**src/rtl/apb_requester_pkg.sv**
```systemverilog
// Shared types for the APB requester: FSM state encoding and response payload.
package apb_requester_pkg;

  // Response payload width; the requester's DATA_W is expected to match it.
  localparam int unsigned APB_DATA_W = 32;

  typedef enum logic [1:0] {
    IDLE,
    SETUP,
    ACCESS,
    RESP
  } apb_req_state_t;

  typedef struct packed {
    logic [APB_DATA_W-1:0] rdata;
    logic                  err;
    logic                  timeout;
  } apb_rsp_t;

endpackage

```
**src/rtl/apb_requester_wdog.sv**
```systemverilog
// Watchdog for the APB ACCESS phase: counts wait cycles and flags the abort point.
module apb_req_wdog #(
  parameter int unsigned TIMEOUT = 16
) (
  input  logic i_clk,
  input  logic i_rst,
  input  logic i_clr,
  input  logic i_en,
  output logic o_expired_c
);

  localparam int unsigned CNT_W = (TIMEOUT == 0) ? 1 : $clog2(TIMEOUT + 1);
  localparam bit          WDOG_ON = (TIMEOUT != 0);
  // Abort happens on the ACCESS cycle whose count equals TIMEOUT-1.
  localparam logic [CNT_W-1:0] LAST = WDOG_ON ? CNT_W'(TIMEOUT - 1) : '0;

  logic [CNT_W-1:0] r_cnt;

  assign o_expired_c = WDOG_ON && (r_cnt == LAST);

  // Count ACCESS wait cycles; hold at the abort value instead of wrapping.
  always_ff @(posedge i_clk or posedge i_rst) begin
    if (i_rst) begin
      r_cnt <= '0;
    end else if (i_clr) begin
      r_cnt <= '0;
    end else if (i_en && WDOG_ON && !o_expired_c) begin
      r_cnt <= r_cnt + CNT_W'(1);
    end
  end

endmodule

```
**src/rtl/apb_requester.sv**
```systemverilog
// APB requester: single command in, one SETUP/ACCESS transfer, one response out.
module apb_requester
  import apb_requester_pkg::*;
#(
  parameter int unsigned ADDR_W  = 32,
  parameter int unsigned DATA_W  = 32,
  parameter int unsigned TIMEOUT = 16
) (
  input  logic              pclk,
  input  logic              preset,
  input  logic              cmd_valid,
  output logic              cmd_ready,
  input  logic              cmd_write,
  input  logic [ADDR_W-1:0] cmd_addr,
  input  logic [DATA_W-1:0] cmd_wdata,
  output logic              rsp_valid,
  input  logic              rsp_ready,
  output logic [DATA_W-1:0] rsp_rdata,
  output logic              rsp_err,
  output logic              rsp_timeout,
  output logic              psel,
  output logic              penable,
  output logic              pwrite,
  output logic [ADDR_W-1:0] paddr,
  output logic [DATA_W-1:0] pwdata,
  input  logic [DATA_W-1:0] prdata,
  input  logic              pready,
  input  logic              pslverr
);

  apb_req_state_t    r_state;
  apb_rsp_t          r_rsp;
  logic              r_rsp_valid;
  logic              r_psel;
  logic              r_penable;
  logic              r_pwrite;
  logic [ADDR_W-1:0] r_paddr;
  logic [DATA_W-1:0] r_pwdata;

  logic              w_wdog_clr;
  logic              w_wdog_en;
  logic              w_wdog_expired;

  // Watchdog is cleared while in SETUP so it starts from zero in ACCESS.
  assign w_wdog_clr = (r_state == SETUP);
  assign w_wdog_en  = (r_state == ACCESS) && !pready;

  apb_req_wdog #(
    .TIMEOUT(TIMEOUT)
  ) u_wdog (
    .i_clk      (pclk),
    .i_rst      (preset),
    .i_clr      (w_wdog_clr),
    .i_en       (w_wdog_en),
    .o_expired_c(w_wdog_expired)
  );

  assign cmd_ready   = (r_state == IDLE);
  assign rsp_valid   = r_rsp_valid;
  assign rsp_rdata   = DATA_W'(r_rsp.rdata);
  assign rsp_err     = r_rsp.err;
  assign rsp_timeout = r_rsp.timeout;
  assign psel        = r_psel;
  assign penable     = r_penable;
  assign pwrite      = r_pwrite;
  assign paddr       = r_paddr;
  assign pwdata      = r_pwdata;

  // Transfer sequencer: IDLE -> SETUP -> ACCESS -> RESP -> IDLE.
  always_ff @(posedge pclk or posedge preset) begin
    if (preset) begin
      r_state     <= IDLE;
      r_rsp       <= '0;
      r_rsp_valid <= 1'b0;
      r_psel      <= 1'b0;
      r_penable   <= 1'b0;
      r_pwrite    <= 1'b0;
      r_paddr     <= '0;
      r_pwdata    <= '0;
    end else begin
      case (r_state)
        IDLE: begin
          if (cmd_valid) begin
            r_pwrite  <= cmd_write;
            r_paddr   <= cmd_addr;
            r_pwdata  <= cmd_wdata;
            r_psel    <= 1'b1;
            r_penable <= 1'b0;
            r_state   <= SETUP;
          end
        end
        SETUP: begin
          r_penable <= 1'b1;
          r_state   <= ACCESS;
        end
        ACCESS: begin
          // A completing slave wins over a watchdog abort on the same edge.
          if (pready) begin
            r_psel        <= 1'b0;
            r_penable     <= 1'b0;
            r_rsp.err     <= pslverr;
            r_rsp.timeout <= 1'b0;
            r_rsp.rdata   <= (!r_pwrite && !pslverr) ? APB_DATA_W'(prdata) : '0;
            r_rsp_valid   <= 1'b1;
            r_state       <= RESP;
          end else if (w_wdog_expired) begin
            r_psel        <= 1'b0;
            r_penable     <= 1'b0;
            r_rsp.err     <= 1'b1;
            r_rsp.timeout <= 1'b1;
            r_rsp.rdata   <= '0;
            r_rsp_valid   <= 1'b1;
            r_state       <= RESP;
          end
        end
        RESP: begin
          if (rsp_ready) begin
            r_rsp_valid <= 1'b0;
            r_state     <= IDLE;
          end
        end
        default: r_state <= IDLE;
      endcase
    end
  end

endmodule

```
**config.mk**
```make
export PLATFORM = sky130hd
export DESIGN_NAME = apb_requester
export DESIGN_NICKNAME = d
export VERILOG_FILES = /design/src/rtl/apb_requester_pkg.sv /design/src/rtl/apb_requester_wdog.sv /design/src/rtl/apb_requester.sv
export SDC_FILE = /design/constraint.sdc
export NUM_CORES = 1
export LEC_CHECK = 0
export CAP_MARGIN = 10
export CORE_ASPECT_RATIO = 0.8
export CORE_MARGIN = 2
export CORE_UTILIZATION = 40
export CTS_CLUSTER_DIAMETER = 60
export DETAILED_ROUTE_END_ITERATION = 6
export PLACE_DENSITY = 0.79
export SETUP_SLACK_MARGIN = 0.1
export SLEW_MARGIN = 30
export SYNTH_ARGS = -nofsm -noshare
export SYNTH_HDL_FRONTEND = slang
export SYNTH_SLANG_ARGS = --single-unit
```
**constraint.sdc**
```tcl
create_clock -name pclk -period 4.4 [get_ports pclk]
set_input_delay 0.44 -clock pclk [delete_from_list [all_inputs] [get_ports pclk]]
set_output_delay 0.44 -clock pclk [all_outputs]
set_load 0.03 [all_outputs]
```
==> key figures <==
Synth
  • Area leader, netlist: dfrtp_1
  • Post-synth ARST share: 1.00
  • Main synth FF type: dfrtp_1
  • Ranking of synthesized cells by area: dfrtp_1, mux2_2, a22o_1
  • Post-Syn Area: 0.00421 mm²
  • Syn Nets: 382
  • Sequential-to-total area share from yosys stat: 0.647
  • Synth warnings: 0
  • #FFs+latches synth: 109
  • Syn Inst Count: 271
  • Post-synth top area share: 0.647
  • EDFF count, synth: 0
  • Synthesized area per cell: 15.5 µm²
  • Yosys cell types: 26

Clock tree
  • Clk root buf: clkbuf_16
  • Clock Sinks: 109
  • Clk Latency, worst-skew pair: 0.33 ns
  • Num CTS Buffers: 9
  • Max clock buf depth: 2
  • CTS tree: built
  • Setup bufs post-CTS: 0
  • CTS Hold Buffers Added: 0
  • Clock transition at path regs: 0.07 ns
  • Htree depth: 3
  • PostCTS Resize Cnt: 0

Worst setup path
  • Crit start category: flop
  • Worst R2R Setup Slack: 2.09 ns
  • Critical path type: flop to flop
  • Critical Path End Type: flop
  • Reg-to-Reg Start: r_state[0]$_DFFE_PP0P_
  • Worst r2r path cells: 5
  • Worst setup endpoint: paddr[2]$_DFFE_PP0P_
  • Worst-path maximum fanout: 42
  • CP Data Arrival Time: 2.53 ns
  • Max incr delay on CP: 0.55 ns
  • Beginning of the critical path: r_state[0]$_DFFE_PP0P_
  • Crit-path cells: inv_1, ha_1, nand2_2, buf_4, mux2_2
  • Worst reg2reg path endpoint: paddr[2]$_DFFE_PP0P_
  • CP Depth: 5
  • Worst path buffer plus inverter count: 2
  • Critical Path RT: 4.62 ns
  • Crit-path slowest cell: buf_4
  • Delay-heaviest family, CP: buffers and inverters

Global route
  • Total GRT Usage: 0.180
  • Total gr overflow: 0
  • Pin count of the biggest net entering global routing: 51
  • First-pass GRT wire length: 16,000 µm
  • Number of global-route vias before repair: 3,118
  • Initial antenna violation count: 0

STA
  • Final hold vios: 0
  • Relative slew slack: 0.582
  • Min cycle time layout: 2.31 ns
  • Setup TNS: 0 ns
  • Setup Skew: 0.00366 ns
  • Slew @ Worst Pin: 0.627 ns
  • Fmax: 0.434 GHz
  • Slew Viols, Final: 0
  • Final setup viols: 0
  • Min setup slack post-route: 2.09 ns
  • Tcrit/Tclk final: 0.524
  • RSZ-0062 raised after global routing: false

Die
  • Initial Utilization: 0.411
  • Die Area: 0.0114 mm²
  • Die extent in x: 119 µm
  • Core footprint: 0.0102 mm²
  • Rows: 33
  • Height of the die: 95.8 µm
  • I/O pins: 206

Route
  • Top Layer Used: met4
  • WL/cell: 16.5 µm
  • Via density: 4.81
  • Via Count: 2,985
  • Met3 wire len: 796 µm
  • Remaining routing DRC violations: 0
  • Routed WL: 10,300 µm
  • Drt pass-1 iters: 4
  • Number of DRC markers in iteration 0: 182
  • Routed Antenna Nets: 0
  • Met2 wire length: 5290 µm
  • Metal1 wirelength: 4130 µm

Finish
  • Number of diodes: 0
  • Commonest non-fill, non-tap cell in the layout: clkdlybuf4s50_1
  • Fin nets: 587
  • Area grow syn2layout: 59.3%
  • Layout cells sized above 1: 0.195
  • Most frequent cells in the layout: clkdlybuf4s50_1, dfrtp_1, mux2_2

Pwr
  • Leak: 2.89 nW
  • Internal: 3.29 mW
  • Combinational Power Share: 0.519
  • VDD IR max: 449 µV
  • Pwr Density: 802 mW/mm²
  • Clock power frac: 0.160
  • Switching Share: 0.389
  • Seq pwr share: 0.321
  • Psw: 2.09 mW

Placed design
  • Worst slack at placement: 1.89 ns
  • Port buffer count: 205
  • Dpl hpwl: 7690 µm
  • RD Place Congestion: 0.773

Hold path
  • Hold Path Class: input pin to async pin

Status
  • Outcome: complete, no violations

Flow run
  • MaxCap Viol Count: 0
[synthesized netlist by cell type (all sizes together), types with 2 or more instances]
cell type / instances
dfrtp: 109
inv: 5
ha: 8
nor2b: 4
a21oi: 3
mux2: 67
xnor2: 2
nor3: 2
mux2i: 3
a22o: 33
o21ai: 3
nor2: 6
and3: 2
nand2: 3
buf: 14
[logic make-up (layout without fill, tap and decap cells)]
kind of cell,Yosys count,after routing,share of synthesized area
AO/OA/AOI/OAI,41,41,0.0796
XOR/XNOR,2,2,0.00416
adder cells (fa/ha/maj),8,8,0.0238
buffers and inverters,20,230,0.0264
flip-flops,109,109,0.647
multiplexers,70,70,0.187
AND/OR/NAND/NOR,21,21,0.0315
[sequential cells by signal, indices dropped and copies added (netlist names)]
signal and cells:
paddr 32, psel 1, rsp_err 1, rsp_timeout 1, u_wdog.r_cnt 5, rsp_rdata 32
pwrite 1, pwdata 32, penable 1, r_state 2, rsp_valid 1
[layout make-up]
type / count / area, µm²
clock buffers: 9 / 225
repair buffers: 209 / 2080
clock inverters: 7 / 98.8
multi-input cells: 142 / 1380
fillers: 808 / 3530
inverters: 5 / 21.3
well taps: 140 / 175
flip-flops and latches: 109 / 2730
[worst register-to-register path, delay by kind of cell (launching register included)]
| family | cells | cell delay [ns] |
|---|---|---|
| buffers and inverters | 2 | 0.67 |
| AND/OR/NAND/NOR | 1 | 0.44 |
| multiplexers | 1 | 0.43 |
| flip-flops | 1 | 0.40 |
| adder cells (fa/ha/maj) | 1 | 0.26 |
[power groups by stage]
stage | registers, mW | logic [mW] | clock network [mW]
6_report | 1.73 | 2.79 | 0.859
4_1_cts | 1.73 | 2.83 | 0.885
3_3_place_gp | 1.72 | 2.77 | 0
2_1_floorplan | 2.62 | 0.733 | 0
3_5_place_dp | 1.75 | 2.82 | 0
5_1_grt | 1.79 | 2.93 | 0.930
[worst min-delay path by stage]
stage | endpoint | slack [ns] | cells after the start
after CTS | paddr[15]$_DFFE_PP0P_ | 0.33 | 2
after floorplan | u_wdog.r_cnt[1]$_DFFE_PP0P_ | 0.50 | 2
final | paddr[15]$_DFFE_PP0P_ | 0.34 | 2
after global placement | rsp_err$_DFFE_PP0P_ | 0.46 | 2
after detailed placement | rsp_timeout$_DFFE_PP0P_ | 0.47 | 2
after global routing | paddr[15]$_DFFE_PP0P_ | 0.33 | 2
[through the flow]
stage | instance area [µm²] | hold slack (ns) | power (mW) | util | instances
2_1_floorplan | 4210 | 0.505 | 3.36 | - | 271
3_3_place_gp | 6390 | 0.463 | 4.49 | 0.624 | 605
3_5_place_dp | 6390 | 0.469 | 4.56 | 0.624 | 605
4_1_cts | 6710 | 0.333 | 5.45 | 0.655 | 621
5_1_grt | 6710 | 0.334 | 5.65 | 0.655 | 621
6_report | 6710 | 0.341 | 5.38 | 0.655 | 621
[per-layer routing]
layer	track usage	up-vias
met2	0.320	118
met1	0.210	1475
met5	0	-
li1	-	1384
met3	0.0675	8
met4	0.0387	0
Note: power is estimated with default switching activity, not from simulation.
